`src/rtl/clk_mon_pkg.sv`:
```
// Shared state encoding and window helper for the slow-clock period monitor.
// Optional duty-cycle measurement in clk_period_monitor is enabled by DUTY_MEAS_EN.
package clk_mon_pkg;

  localparam int CNT_W_DEFAULT = 28;

  typedef logic [1:0] mon_state_t;

  localparam mon_state_t ST_IDLE    = 2'd0;
  localparam mon_state_t ST_MEASURE = 2'd1;
  localparam mon_state_t ST_LOST    = 2'd2;

  // Inclusive window around center; the lower bound clamps at zero instead of wrapping.
  function automatic logic within_tol(input logic [63:0] value,
                                      input logic [63:0] center,
                                      input logic [63:0] tol);
    logic [63:0] lo;
    lo = (center > tol) ? center - tol : 64'd0;
    return (value >= lo) && (value <= center + tol);
  endfunction

endpackage

```
`src/rtl/sync_edge_det.sv`:
```
// Two-flop synchronizer for an asynchronous level plus single-cycle edge pulses.
// The fall pulse exists only when DUTY_MEAS_EN is defined.
module sync_edge_det (
  input  logic clk100Mhz,
  input  logic rst_n,
  input  logic async_in,
  output logic rise
`ifdef DUTY_MEAS_EN
  ,
  output logic fall
`endif
);

  logic syncMeta;
  logic syncOut;
  logic syncPrev;

  always_ff @(posedge clk100Mhz or negedge rst_n) begin
    if (!rst_n) begin
      syncMeta <= 1'b0;
      syncOut  <= 1'b0;
      syncPrev <= 1'b0;
    end else begin
      syncMeta <= async_in;
      syncOut  <= syncMeta;
      syncPrev <= syncOut;
    end
  end

  assign rise = syncOut & ~syncPrev;

`ifdef DUTY_MEAS_EN
  assign fall = ~syncOut & syncPrev;
`endif

endmodule

```
`src/rtl/clk_period_monitor.sv`:
```
// Measures the period of an asynchronous slow clock and reports tolerance, lock and loss.
// Define DUTY_MEAS_EN to add the high_time / duty_ok outputs.
module clk_period_monitor
  import clk_mon_pkg::*;
#(
  parameter int CNT_W      = CNT_W_DEFAULT,
  parameter int EXP_PERIOD = 1000,
  parameter int TOL        = 4,
  parameter int TIMEOUT    = 2000,
  parameter int LOCK_COUNT = 4
) (
  input  logic             clk100Mhz,
  input  logic             rst_n,
  input  logic             slowClk_in,
  output logic [CNT_W-1:0] period,
  output logic             period_valid,
  output logic             in_tol,
  output logic             locked,
`ifdef DUTY_MEAS_EN
  output logic [CNT_W-1:0] high_time,
  output logic             duty_ok,
`endif
  output logic             lost
);

  localparam int               LOCK_W      = $clog2(LOCK_COUNT + 1);
  localparam logic [CNT_W-1:0] CNT_ONE     = CNT_W'(1);
  localparam logic [CNT_W-1:0] CNT_TIMEOUT = CNT_W'(TIMEOUT);
  localparam logic [LOCK_W-1:0] LOCK_FULL  = LOCK_W'(LOCK_COUNT);

  mon_state_t        state;
  logic [CNT_W-1:0]  cnt;
  logic [LOCK_W-1:0] lockCnt;
  logic              slowRise;
  logic              cntInTol;

`ifdef DUTY_MEAS_EN
  logic              slowFall;
  logic [CNT_W-1:0]  highCap;
`endif

  sync_edge_det u_sync (
    .clk100Mhz (clk100Mhz),
    .rst_n     (rst_n),
    .async_in  (slowClk_in),
`ifdef DUTY_MEAS_EN
    .fall      (slowFall),
`endif
    .rise      (slowRise)
  );

  assign cntInTol = within_tol(64'(cnt), 64'(EXP_PERIOD), 64'(TOL));

  // cnt holds the number of edges since the last rise; a rise in the same cycle as the timeout wins.
  always_ff @(posedge clk100Mhz or negedge rst_n) begin
    if (!rst_n) begin
      state        <= ST_IDLE;
      cnt          <= '0;
      lockCnt      <= '0;
      period       <= '0;
      period_valid <= 1'b0;
      in_tol       <= 1'b0;
    end else begin
      period_valid <= 1'b0;
      case (state)
        ST_IDLE: begin
          if (slowRise) begin
            cnt   <= CNT_ONE;
            state <= ST_MEASURE;
          end
        end
        ST_MEASURE: begin
          if (slowRise) begin
            period       <= cnt;
            period_valid <= 1'b1;
            in_tol       <= cntInTol;
            cnt          <= CNT_ONE;
            if (!cntInTol) begin
              lockCnt <= '0;
            end else if (lockCnt != LOCK_FULL) begin
              lockCnt <= lockCnt + LOCK_W'(1);
            end
          end else if (cnt == CNT_TIMEOUT) begin
            state   <= ST_LOST;
            lockCnt <= '0;
          end else begin
            cnt <= cnt + CNT_ONE;
          end
        end
        ST_LOST: begin
          if (slowRise) begin
            cnt   <= CNT_ONE;
            state <= ST_MEASURE;
          end
        end
        default: begin
          state <= ST_IDLE;
        end
      endcase
    end
  end

  assign locked = (lockCnt == LOCK_FULL);
  assign lost   = (state == ST_LOST);

`ifdef DUTY_MEAS_EN
  // At a fall, cnt already equals the high time of the current period.
  always_ff @(posedge clk100Mhz or negedge rst_n) begin
    if (!rst_n) begin
      highCap   <= '0;
      high_time <= '0;
      duty_ok   <= 1'b0;
    end else if (state == ST_MEASURE) begin
      if (slowFall) begin
        highCap <= cnt;
      end
      if (slowRise) begin
        high_time <= highCap;
        duty_ok   <= within_tol(64'(highCap), 64'(cnt >> 1), 64'(TOL));
      end
    end
  end
`endif

endmodule

```
`config.mk`:
```
export PLATFORM = sky130hd
export DESIGN_NAME = clk_period_monitor
export DESIGN_NICKNAME = d
export VERILOG_FILES = /design/src/rtl/clk_mon_pkg.sv /design/src/rtl/sync_edge_det.sv /design/src/rtl/clk_period_monitor.sv
export SDC_FILE = /design/constraint.sdc
export NUM_CORES = 1
export LEC_CHECK = 0
export ABC_AREA = 1
export CAP_MARGIN = 5
export CORE_AREA = 2 2 114 72
export DETAILED_ROUTE_END_ITERATION = 6
export DIE_AREA = 0 0 116 74
export GPL_TIMING_DRIVEN = 0
export MAX_ROUTING_LAYER = met4
export PLACE_DENSITY = 0.77
export SKIP_LAST_GASP = 1
export SLEW_MARGIN = 20
export SYNTH_ARGS = -nofsm -noshare
export SYNTH_HDL_FRONTEND = slang
export SYNTH_SLANG_ARGS = --single-unit
```
`constraint.sdc`:
```
create_clock -name clk100Mhz -period 2.05 [get_ports clk100Mhz]
set_clock_uncertainty 0.05 [all_clocks]
set_input_delay 0.615 -clock clk100Mhz [delete_from_list [all_inputs] [get_ports clk100Mhz]]
set_output_delay 0.615 -clock clk100Mhz [all_outputs]
set_load 0.02 [all_outputs]
```
# == Word-level counts from Yosys, hierarchy flattened ==
# Index checks and enable logic that the tools add are counted.
# word_totals
register_bits,66
latch_bits,0
mem_bits_rw,0
romBits,0
out_inout_bits,32
n_memories,0
# op_classes
addsub,2
mul,0
div,0
n_lt_le_gt_ge,2
n_eq_ne,10
shifts,0
mux,14
bitwise,2
reduce_logical,9
# op_table
operator,count
$mux W28,3
$pmux W28 S2,1
$add A28 B1 Y28 const B,1
$eq A28 B11 Y1 const B,1
$ge A28 B10 Y1 const B,1
$le A28 B10 Y1 const B,1
$mux W3,4
$reduce_and A3 Y1,3
$mux W2,3
$ne A3 B3 Y1 const B,2
$ne A2 B2 Y1 const B,2
$pmux W2 S2,1
$reduce_bool A2 Y1,2
$add A3 B1 Y3 const B,1
$eq A3 B3 Y1 const B,1
$ne A3 B2 Y1 const B,1
$eq A2 B1 Y1 const B,1
$eq A2 B2 Y1 const B,1
$logic_not A2 Y1,1
$mux W1,2
$ne A2 B1 Y1 const B,1
$reduce_and A2 Y1,1
$reduce_or A2 Y1,1
$and A1 B1 Y1,1
2 further kinds,2

# == Longest topological paths before layout ==
# Gate-level depths: netlist (run 1).
# logic_depth
depth_word,4
ltp_mapped,11

# == Modules after synthesis ==
# From an unflattened synthesis (run 1), not the netlist that was laid out.
# hier_totals
cells_unflattened,489
area_unflattened_um2,3647.2
# by_module_without_submodules
module,instances,cells_per_inst,area_per_inst_um2
clk_period_monitor,1,484,3562.2
sync_edge_det,1,5,85.1

# == Worst setup path after synthesis (run 1) ==
# Ideal clock, no wire load.
# synth_timing
kind,register to register
startpoint,register cnt[0]
endpoint,register cnt[10]
arrival_ns,1.484
required_time_ns,1.879
slack_ns,0.395
stages_incl_launch_ff,11
path_cell_list,dfrtp_1 > inv_1 > ha_1 > nand3_1 > nor3_2 > nand2_2 > nand2_4 > nand2_4 > buf_6 > nand2_1 > o21ai_2
# synth_between
elab_chain_len,4
elab_cells_between_ends,7
# synth_lines
item,line,source
from (decl),clk_period_monitor.sv:32,logic [CNT_W-1:0] cnt;
from (signal assigned),clk_period_monitor.sv:87,cnt <= cnt + CNT_ONE;
$add A28 B1 Y28,clk_period_monitor.sv:87,
$mux W28,clk_period_monitor.sv:83,end else if (cnt == CNT_TIMEOUT) begin
$mux W28,clk_period_monitor.sv:73,if (slowRise) begin
$pmux W28 S2,clk_period_monitor.sv:65,case (state)
# Several ways; a longest one is shown, not always the timed one. The select of a mux whose other input is x is not followed.
# A chain may end at the register's enable or synchronous reset.

# == Final worst setup path (run 1) ==
# layout_timing
startpoint,register in_tol
endpoint,output port in_tol
# layout_lines
item,line,source
from (decl),clk_period_monitor.sv:17,"output logic in_tol,"
from (signal assigned),clk_period_monitor.sv:76,in_tol <= cntInTol;
# No word-level cell between the ends.

==> summary.md, run 1 <==
| Metric | Value |
|---|---|
| Run status | finished, final reports clean |
| DIE AREA | 0.008584 mm² |
| DR pass1 iterations | 5 |
| Met3 GRT Util | 7.905% |
| Final setup vio count | 0 |
| Rows | 25 |
| Family with the most delay on the worst path | buffers and inverters |
| Mapped Cells | 495 |
| Nets | 552 |
| Slowest stage delay, CP | 0.61 ns |
| Via count | 3,539 |
| Area grow syn2layout | 23.78% |
| Met2 Usage GRT | 39.70% |
| Worst min path class | in -> async |
| GRT busiest layer | met1 |
| Reg2reg start | cnt[2]$_DFFE_PN0P_ |
| Detail Placement HPWL | 8089 µm |
| Clock tree buffer depth | 2 |
| Sequential cell area | 0.001659 mm² |
| CP bufs+invs | 1 |
| Avg Synthesized Cell Area | 7.345 µm² |
| Wire length per cell | 16.86 µm |
| Die span in y | 74 µm |
| Share of cells above drive strength 1 | 12.00% |
| Leak | 2.064 nW |
| DRC violations left | 0 |
| Routed Antenna Nets | 0 |
| Fmax | 506.1 MHz |
| Final core utilization | 59.45% |
| Unrepaired setup endpoints after global routing | false |
| Critical path arrival | 1.31 ns |
| CORE AREA | 0.007570 mm² |
| CP Data Required Time | 1.38 ns |
| FF+latch count, synth | 66 |
| Clock buffer count from CTS | 9 |
| Crit Path Max Fanout | 2 |
| Final Cycle Share | 96.39% |
| CP Class | reg -> out |
| Crit-path slowest cell | clkdlybuf4s50_1 |
| Final Hold Vio Count | 0 |
| Routability cong. | 0.9881 |
| Placed insts | 638 |
| # diodes | 0 |
| Yosys cell types | 25 |
| # fillers | 731 |
| Syn_nets | 502 |
| Final WL | 11,090 µm |
| CTS sink cnt | 66 |
| Top cell type's share of synthesized area | 45.42% |
| Root buffer cell | clkbuf_16 |
| Initial antenna violation count | 0 |
| Endpoint type of the worst setup path | primary output |
| Sequential element share of the synthesized area | 45.42% |
| Place WS | -0.2667 ns |
| Synth warn | 0 |
| Area of the multi-input gates | 0.001782 mm² |
| Initial Utilization | 48.03% |
| Clock transition at the registers of the reported paths | 0.06 ns |
| Critical Path Source | in_tol$_DFFE_PN0P_ |
| 1st-iter DRT viols | 466 |
| Vias in the first global route | 3,258 |
| TritonCTS clock tree | yes |
| Global routing usage on met1 | 42.46% |
| Commonest non-fill, non-tap cell in the layout | nand2_1 |
| I/O pins | 35 |
| Gr ovfl total | 0 |
| Avg Vias per Cell | 5.378 |
| First-pass GRT wire length | 17,550 µm |
| Fin. max-slew vios | 0 |
| Setup ws final | 0.07398 ns |
| PortBufs | 34 |
| Crit path time final | 1.976 ns |
| Worst-Skew Late Latency | 0.34 ns |
| Commonest non-fill, non-tap cells in the layout | nand2_1, dfrtp_1, nand3_1 |
| H-Tree Depth | 3 |
| Slew HR | 56.90% |
| Crit path cell chain | clkdlybuf4s50_1 |
| Top post-synthesis cells by area | dfrtp_1, nand2_1, nand3_1, nor2_1, o21ai_0 |
| P per Cell Area | 781.3 mW/mm² |
| Cell taking the most area after synthesis | dfrtp_1 |
| Worst setup SP type | flip-flop |
| Total Routing Usage GR | 29.02% |
| Max Cap Viol | 0 |
| Final std cells w/o fill | 658 |
| Cell area after synthesis | 0.003636 mm² |
| Worst Max-Slew Pin Slew | 0.6466 ns |
| Largest net degree at the start of global routing | 35 |
| Die width | 116 µm |
| VDD IR-drop max | 0.0004241 V |
[synth_stat cells, drive strengths merged]
cell and count:
nor2b 1, clkbuf 9, nand4 10, xnor2 2, a21oi 1, dfrtp 66, inv 47, nor3 20
o21ai 43, ha 4, nand2 159, xor2 12, nor2 61, buf 4, nand3 55, and2 1
[per-layer routing]
layer | wire length, µm | share of wire [%] | up-vias
met2 | 4485 | 40 | 153
met3 | 929 | 8.4 | 15
met4 | 127 | 1.1 | 0
met1 | 5549 | 50 | 1674
met5 | 0 | 0 | -
li1 | - | - | 1697
[logic make-up after synthesis]
kind of cell | count (synthesis) | synth area share (%)
buffers and inverters | 60 | 6.917
adders and majority gates | 4 | 1.377
DFF | 66 | 45.42
AOI/OAI and AO/OA | 44 | 6.779
xor gates and xnor gates | 14 | 3.372
and+or+nand+nor | 307 | 36.13
[worst paths after layout]
| check | to | slack, ns | cells after the start |
|---|---|---|---|
| worst min-delay path | cnt[23]$_DFFE_PN0P_ | 0.17 | 1 |
| worst max-delay path | in_tol | 0.07 | 1 |
| min in group clk100Mhz | u_sync.syncOut$_DFF_PN0_ | 0.30 | 0 |
| worst max register to register | cnt[23]$_DFFE_PN0P_ | 0.11 | 6 |
| max in group asynchronous | cnt[20]$_DFFE_PN0P_ | 1.23 | 2 |
| worst min register to register | u_sync.syncOut$_DFF_PN0_ | 0.30 | 0 |
[what timing repair did]
item                                   CTS  global route
pin swaps                                0             2
hold buffers                             0             0
endpoints found under the hold margin    0             0
setup buffers                            0             4
gates resized for setup                  8            24
setup endpoints to repair               14            59
[power by group]
group | internal, mW | switching (mW)
registers | 1.38 | 0.0699
logic | 0.183 | 0.375
clock network | 0.937 | 0.575
total | 2.50 | 1.02
[registers in the layout (all words and copies together) (netlist names)]
signal / cells
cnt: 28
in_tol: 1
lockCnt: 3
period: 28
period_valid: 1
state: 2
u_sync.syncMeta: 1
u_sync.syncOut: 1
u_sync.syncPrev: 1
[area by class of cell]
cell class                      instances  area share, %
Clock inverter                          5          1.223
Sequential cell                        66          36.86
Tap cell                              108          3.003
Timing Repair Buffer                   39          8.479
Multi-Input combinational cell        369          39.59
Buffer                                 13          1.751
Clock buffer                           11          5.171
Inverter                               47          3.920
[per-stage QoR]
| stage | hold slack [ns] | cell area, µm² | setup TNS, ns | total power, mW |
|---|---|---|---|---|
| 2_1_floorplan | 0.2694 | 3636 | 0 | 1.759 |
| 3_3_place_gp | 0.2832 | 4111 | -121.29 | 1.974 |
| 3_5_place_dp | 0.2887 | 4129 | -0.6864 | 1.988 |
| 4_1_cts | 0.1891 | 4432 | -0.008104 | 3.503 |
| 5_1_grt | 0.2134 | 4501 | 0 | 3.657 |
| 6_report | 0.1747 | 4501 | 0 | 3.516 |
(Power assumes the default switching activity.)
==> run 2: changes to the inputs <==
--- a/config.mk
+++ b/config.mk
@@ -5,14 +5,13 @@
 export SDC_FILE = /design/constraint.sdc
 export NUM_CORES = 1
 export LEC_CHECK = 0
-export ABC_AREA = 1
 export CAP_MARGIN = 5
-export CORE_AREA = 2 2 114 72
+export CORE_AREA = 2 2 109 69
 export DETAILED_ROUTE_END_ITERATION = 6
-export DIE_AREA = 0 0 116 74
+export DIE_AREA = 0 0 111 71
 export GPL_TIMING_DRIVEN = 0
 export MAX_ROUTING_LAYER = met4
-export PLACE_DENSITY = 0.77
+export PLACE_DENSITY = 0.81
 export SKIP_LAST_GASP = 1
 export SLEW_MARGIN = 20
 export SYNTH_ARGS = -nofsm -noshare
==> constraint.sdc (replaced) <==
create_clock -name clk100Mhz -period 1.8 [get_ports clk100Mhz]
set_clock_uncertainty 0.05 [all_clocks]
set_input_delay 0.54 -clock clk100Mhz [delete_from_list [all_inputs] [get_ports clk100Mhz]]
set_output_delay 0.54 -clock clk100Mhz [all_outputs]
set_load 0.02 [all_outputs]
==> summary.md, run 2 <==
| Metric | Value |
|---|---|
| Ys flop type | dfrtp_1 |
| Top cell type's share of synthesized area | 49.57% |
| Share of cells above drive strength 1 | 27.21% |
| Area grow syn2layout | 40.03% |
| Slew HR | 47.44% |
| P per Cell Area | 922.0 mW/mm² |
| Design Power | 4.302 mW |
| Max Cap Viol | 0 |
| Initial Utilization | 48.03% |
| Post-synth EDFFs | 0 |
| Place WS | -0.7015 ns |
| Final WL | 9936 µm |
| Fin. max-slew vios | 0 |
| Psw | 1.270 mW |
| Worst Max-Slew Pin Slew | 0.7812 ns |
| Detail Placement HPWL | 6395 µm |
| Fmax | 452.6 MHz |
| Via count | 3,245 |
| Top post-synthesis cells by area | dfrtp_1, nand2_1, o22a_1, o21ai_0, clkbuf_1 |
| H-Tree Depth | 3 |
| # diodes | 0 |
| Wire length per cell | 18.30 µm |
| Unrepaired setup endpoints after global routing | true |
| Setup ws final | -0.4097 ns |
| Avg Vias per Cell | 5.976 |
| Comb power frac | 22.7% |
| Syn_nets | 380 |
| Vias in the first global route | 3,103 |
| Yosys cell types | 48 |
| Routability cong. | 0.9323 |
| CTS sink cnt | 66 |
| VDD IR-drop max | 0.0006521 V |
| Commonest non-fill, non-tap cell in the layout | nand2_1 |
| Initial antenna violation count | 0 |
| Clock transition at the registers of the reported paths | 0.05 ns |
| Worst-Skew Late Latency | 0.34 ns |
| I/O pins | 35 |
| PortBufs | 34 |
| Avg Synthesized Cell Area | 8.933 µm² |
| Leak | 2.240 nW |
| # hold bufs at CTS | 0 |
| Largest net degree at the start of global routing | 39 |
| Clock buffer count from CTS | 9 |
| DP Area | 0.003909 mm² |
| Die width | 111 µm |
| Mapped Cells | 373 |
| Root buffer cell | clkbuf_16 |
| CP Data Required Time | 1.96 ns |
| Sequential share of power | 39.9% |
| Die span in y | 71 µm |
| Final hold slack | 0.07709 ns |
| Run status | complete, but fails checks |
| Cell taking the most area after synthesis | dfrtp_1 |
| Worst setup SP type | flip-flop |
| Nets | 455 |
| First-pass GRT wire length | 15,980 µm |
| Most common cell in the netlist | nand2_1 |
| Endpoint type of the worst setup path | flip-flop |
| Failing checks | negative setup slack |
| Finished Cell Area | 0.004666 mm² |
| Largest regs | cnt: 28 flops, period: 28 flops, lockCnt: 3 flops |
| Clock tree buffer depth | 2 |
| Final Hold Vio Count | 0 |
| Clk pwr share | 37.4% |
| Sw frac | 29.51% |
| Crit path time final | 2.210 ns |
| Commonest non-fill, non-tap cells in the layout | nand2_1, dfrtp_1, dlygate4sd2_1 |
| Synth warn | 0 |
| Final Cycle Share | 122.8% |
| Sequential element share of the synthesized area | 49.57% |
| Routed Antenna Nets | 0 |
| List of most frequent post-synthesis cells | nand2_1, dfrtp_1, clkbuf_1 |
| DIE AREA | 0.007881 mm² |
| TritonCTS clock tree | yes |
| Gr ovfl total | 0 |
| Rows | 24 |
| Crit Path Max Fanout | 4 |
| Cell area after synthesis | 0.003332 mm² |
| 1st-iter DRT viols | 242 |
| Final setup vio count | 34 |
| Post-synthesis async set-or-reset flop share | 100.0% |
| Total Routing Usage GR | 27.40% |
| FF+latch count, synth | 66 |
| CP Class | reg -> reg |
| Worst min path class | in -> async |
| CORE AREA | 0.006937 mm² |
| DR pass1 iterations | 5 |
| Pint | 3.032 mW |
| DRC violations left | 0 |
| Critical path arrival | 2.37 ns |
-- run 2: cell count changes in the layout (fill, tap and decap cells not counted), sizes merged, moves of 30 or more --
cell           delta
nand3            -46
nand2            -55
nor2             -52
clkdlybuf4s50    -30
buf              +34
inv              -36
-- run 2: area by class of cell --
type	instances	area [µm²]
fill	569	2271
inverter	12	51.30
timing repair buffer	70	638.1
buffer	18	145.1
clock buffer	12	256.5
tap	91	113.9
sequential	66	1667
multi-input combinational	271	1779
clock inverter	3	15.01
-- run 2: metrics by stage --
stage          setup TNS [ns]  std cells  util, %
6_report               -10.22        543    67.26
5_1_grt                -13.15        543    67.26
4_1_cts                -8.637        537    65.89
3_5_place_dp           -24.63        499    56.35
3_3_place_gp          -152.77        498    56.10
2_1_floorplan          -4.085        373        -
-- run 2: timing repair --
item	4_1_cts	5_1_grt
endpoints found under the setup margin	85	57
buffers inserted	26	7
resized for setup	104	17
pin swaps	17	6
cloned	2	0
-- run 2: path summary, 6_finish.rpt --
path	from	cells after the start	endpoint	slack, ns
worst min register to register	u_sync.syncMeta$_DFF_PN0_	0	u_sync.syncOut$_DFF_PN0_	0.30
worst min-delay path	rst_n	1	cnt[10]$_DFFE_PN0P_	0.08
worst max register to register	cnt[0]$_DFFE_PN0P_	8	cnt[17]$_DFFE_PN0P_	-0.41
worst max-delay path	cnt[0]$_DFFE_PN0P_	8	cnt[17]$_DFFE_PN0P_	-0.41
max in group asynchronous	rst_n	2	cnt[19]$_DFFE_PN0P_	1.07
min in group clk100Mhz	u_sync.syncMeta$_DFF_PN0_	0	u_sync.syncOut$_DFF_PN0_	0.30
-- run 2: power groups by stage --
stage	Sequential, mW	Clock (mW)	Combinational [mW]
2_1_floorplan	1.79	0	0.385
3_3_place_gp	1.74	0	0.698
3_5_place_dp	1.75	0	0.720
4_1_cts	1.71	1.62	0.957
5_1_grt	1.74	1.70	1.06
6_report	1.72	1.61	0.978
-- run 2: critical path, stage by stage, from the launching register on --
cell and delay [ns]:
dfrtp_1 0.37, buf_4 0.12, buf_6 0.09, buf_4 0.12, nand2_1 0.07, nor4_1 0.66, a41oi_1 0.22, a221oi_1 0.29
o2bb2ai_1 0.09
-- run 2: kinds of logic after synthesis --
kind of cell	Yosys count	share of synthesized area, %
adder cells (fa/ha/maj)	4	1.502
flip-flops	66	49.57
AO/OA/AOI/OAI	72	15.58
buffers and inverters	36	4.206
AND/OR/NAND/NOR	195	29.14
-- run 2: metal layers --
layer / vias up / part of all wire, % / wire (µm) / track usage, %
li1: 1498 / - / - / -
met1: 1584 / 45 / 4496 / 38.15
met2: 146 / 43 / 4286 / 38.10
met3: 17 / 10 / 999 / 8.483
met4: 0 / 1.5 / 153 / 9.306
met5: - / 0 / 0 / -
==> run 3: changes to the inputs <==
--- a/config.mk
+++ b/config.mk
@@ -6,12 +6,13 @@
 export NUM_CORES = 1
 export LEC_CHECK = 0
 export CAP_MARGIN = 5
-export CORE_AREA = 2 2 109 69
+export CORE_AREA = 2 2 76 107
 export DETAILED_ROUTE_END_ITERATION = 6
-export DIE_AREA = 0 0 111 71
+export DIE_AREA = 0 0 78 109
 export GPL_TIMING_DRIVEN = 0
 export MAX_ROUTING_LAYER = met4
-export PLACE_DENSITY = 0.81
+export PLACE_DENSITY = 0.75
+export SKIP_CTS_REPAIR_TIMING = 1
 export SKIP_LAST_GASP = 1
 export SLEW_MARGIN = 20
 export SYNTH_ARGS = -nofsm -noshare
==> summary.md, run 3 (same netlist as run 2, synthesis figures left out) <==
| Metric | Value |
|---|---|
| Vias in the first global route | 2,947 |
| Final std cells w/o fill | 544 |
| DR pass1 iterations | 5 |
| 1st-iter DRT viols | 248 |
| Crit path time final | 2.256 ns |
| Clock transition at the registers of the reported paths | 0.06 ns |
| Final Cycle Share | 125.3% |
| DP Area | 0.003920 mm² |
| Global routing usage on met1 | 26.23% |
| CP Data Required Time | 1.99 ns |
| Worst min path class | in -> async |
| P per Cell Area | 797.5 mW/mm² |
| Total Routing Usage GR | 22.76% |
| Largest net degree at the start of global routing | 35 |
| Worst Max-Slew Pin Slew | 0.6822 ns |
| Largest regs | cnt: 28 flops, period: 28 flops, lockCnt: 3 flops |
| Clock tree buffer depth | 2 |
| GRT busiest layer | met2 |
| Share of cells above drive strength 1 | 26.13% |
| Die width | 78 µm |
| # diodes | 0 |
| Fmax | 443.3 MHz |
| PortBufs | 34 |
| CTS sink cnt | 66 |
| Run status | complete, but fails checks |
| Routed Antenna Nets | 0 |
| Worst-Skew Late Latency | 0.35 ns |
| Nets | 448 |
| DIE AREA | 0.008502 mm² |
| H-Tree Depth | 3 |
| Area grow syn2layout | 37.70% |
| First-pass GRT wire length | 14,330 µm |
| Failing checks | negative setup slack |
| Max Cap Viol | 0 |
| Critical path arrival | 2.45 ns |
| Initial antenna violation count | 0 |
| DRC violations left | 0 |
| VDD IR-drop max | 0.0007478 V |
| Slew HR | 54.52% |
| Via count | 3,130 |
| Die span in y | 109 µm |
| # fillers | 645 |
| I/O pins | 35 |
| Detail Placement HPWL | 6181 µm |
| Leak | 2.503 nW |
| Avg Vias per Cell | 5.754 |
| Initial Utilization | 43.80% |
| Unrepaired setup endpoints after global routing | true |
| Finished Cell Area | 0.004588 mm² |
| Worst setup SP type | flip-flop |
| Rows | 38 |
| CORE AREA | 0.007607 mm² |
| Met2 Usage GRT | 37.19% |
| Met3 GRT Util | 4.636% |
| Area of the multi-input gates | 0.001807 mm² |
| Fin. max-slew vios | 0 |
| Sequential cell area | 0.001669 mm² |
| Commonest non-fill, non-tap cell in the layout | nand2_1 |
| CP Class | reg -> reg |
| Root buffer cell | clkbuf_8 |
| Routability cong. | 0.9664 |
| Place WS | -0.7392 ns |
| Endpoint type of the worst setup path | flip-flop |
| Final WL | 9388 µm |
| Wire length per cell | 17.26 µm |
| Placed insts | 508 |
| TritonCTS clock tree | yes |
| Final Hold Vio Count | 0 |
| Gr ovfl total | 0 |
| Commonest non-fill, non-tap cells in the layout | nand2_1, dfrtp_1, dlymetal6s2s_1 |
| Setup ws final | -0.4560 ns |
| Clock buffer count from CTS | 9 |
| Final setup vio count | 34 |
| Crit Path Max Fanout | 8 |
## run 3: cell types whose count changed in the layout (fill, tap and decap cells not counted), sizes merged
| cell | delta |
|---|---|
| buf | -10 |
| clkbuf | +5 |
| clkinv | -4 |
| clkinvlp | +1 |
| dlygate4sd2 | -30 |
| dlymetal6s2s | +30 |
## run 3: layout make-up
| type | count | area share (%) |
|---|---|---|
| tap | 100 | 2.727 |
| inverter | 12 | 1.064 |
| sequential | 66 | 36.38 |
| multi-input combinational | 271 | 39.38 |
| clock buffer | 14 | 3.327 |
| timing repair buffer | 61 | 14.07 |
| buffer | 20 | 3.054 |
## run 3: final timing paths
check | from | endpoint | slack [ns] | cells after the start
max | cnt[15]$_DFFE_PN0P_ | cnt[27]$_DFFE_PN0P_ | -0.46 | 5
min | rst_n | cnt[3]$_DFFE_PN0P_ | 0.08 | 1
max reg2reg | cnt[15]$_DFFE_PN0P_ | cnt[27]$_DFFE_PN0P_ | -0.46 | 5
min reg2reg | u_sync.syncMeta$_DFF_PN0_ | u_sync.syncOut$_DFF_PN0_ | 0.31 | 0
max in group asynchronous | rst_n | cnt[15]$_DFFE_PN0P_ | 1.08 | 2
min in group clk100Mhz | u_sync.syncMeta$_DFF_PN0_ | u_sync.syncOut$_DFF_PN0_ | 0.31 | 0
## run 3: through the flow
step	TNS, ns	util, %	power [mW]	hold WS (ns)
floorplan	-4.085	-	2.176	0.1944
global route	-12.87	60.31	3.842	0.1079
global placement	-158.92	51.30	2.444	0.2928
detailed placement	-26.95	51.53	2.472	0.2872
CTS	-32.25	53.54	3.518	0.08563
finish	-9.399	60.31	3.659	0.07870
## run 3: power breakdown
| part | total (mW) | internal (mW) | switching (mW) |
|---|---|---|---|
| Sequential | 1.73 | 1.61 | 0.116 |
| Combinational | 0.896 | 0.388 | 0.508 |
| Clock | 1.04 | 0.524 | 0.513 |
## run 3: critical path, cell delays in order (launching register included)
cell and delay [ns]:
dfrtp_2 0.47, nand4_1 0.14, or4_4 0.58, or4_4 0.56, a21bo_1 0.18, o22a_1 0.16
## run 3: layer usage
| layer | part of all wire [%] | wire (µm) |
|---|---|---|
| met1 | 40 | 3800 |
| met2 | 51 | 4774 |
| met3 | 5.3 | 499 |
| met4 | 3.3 | 314 |
| met5 | 0 | 0 |
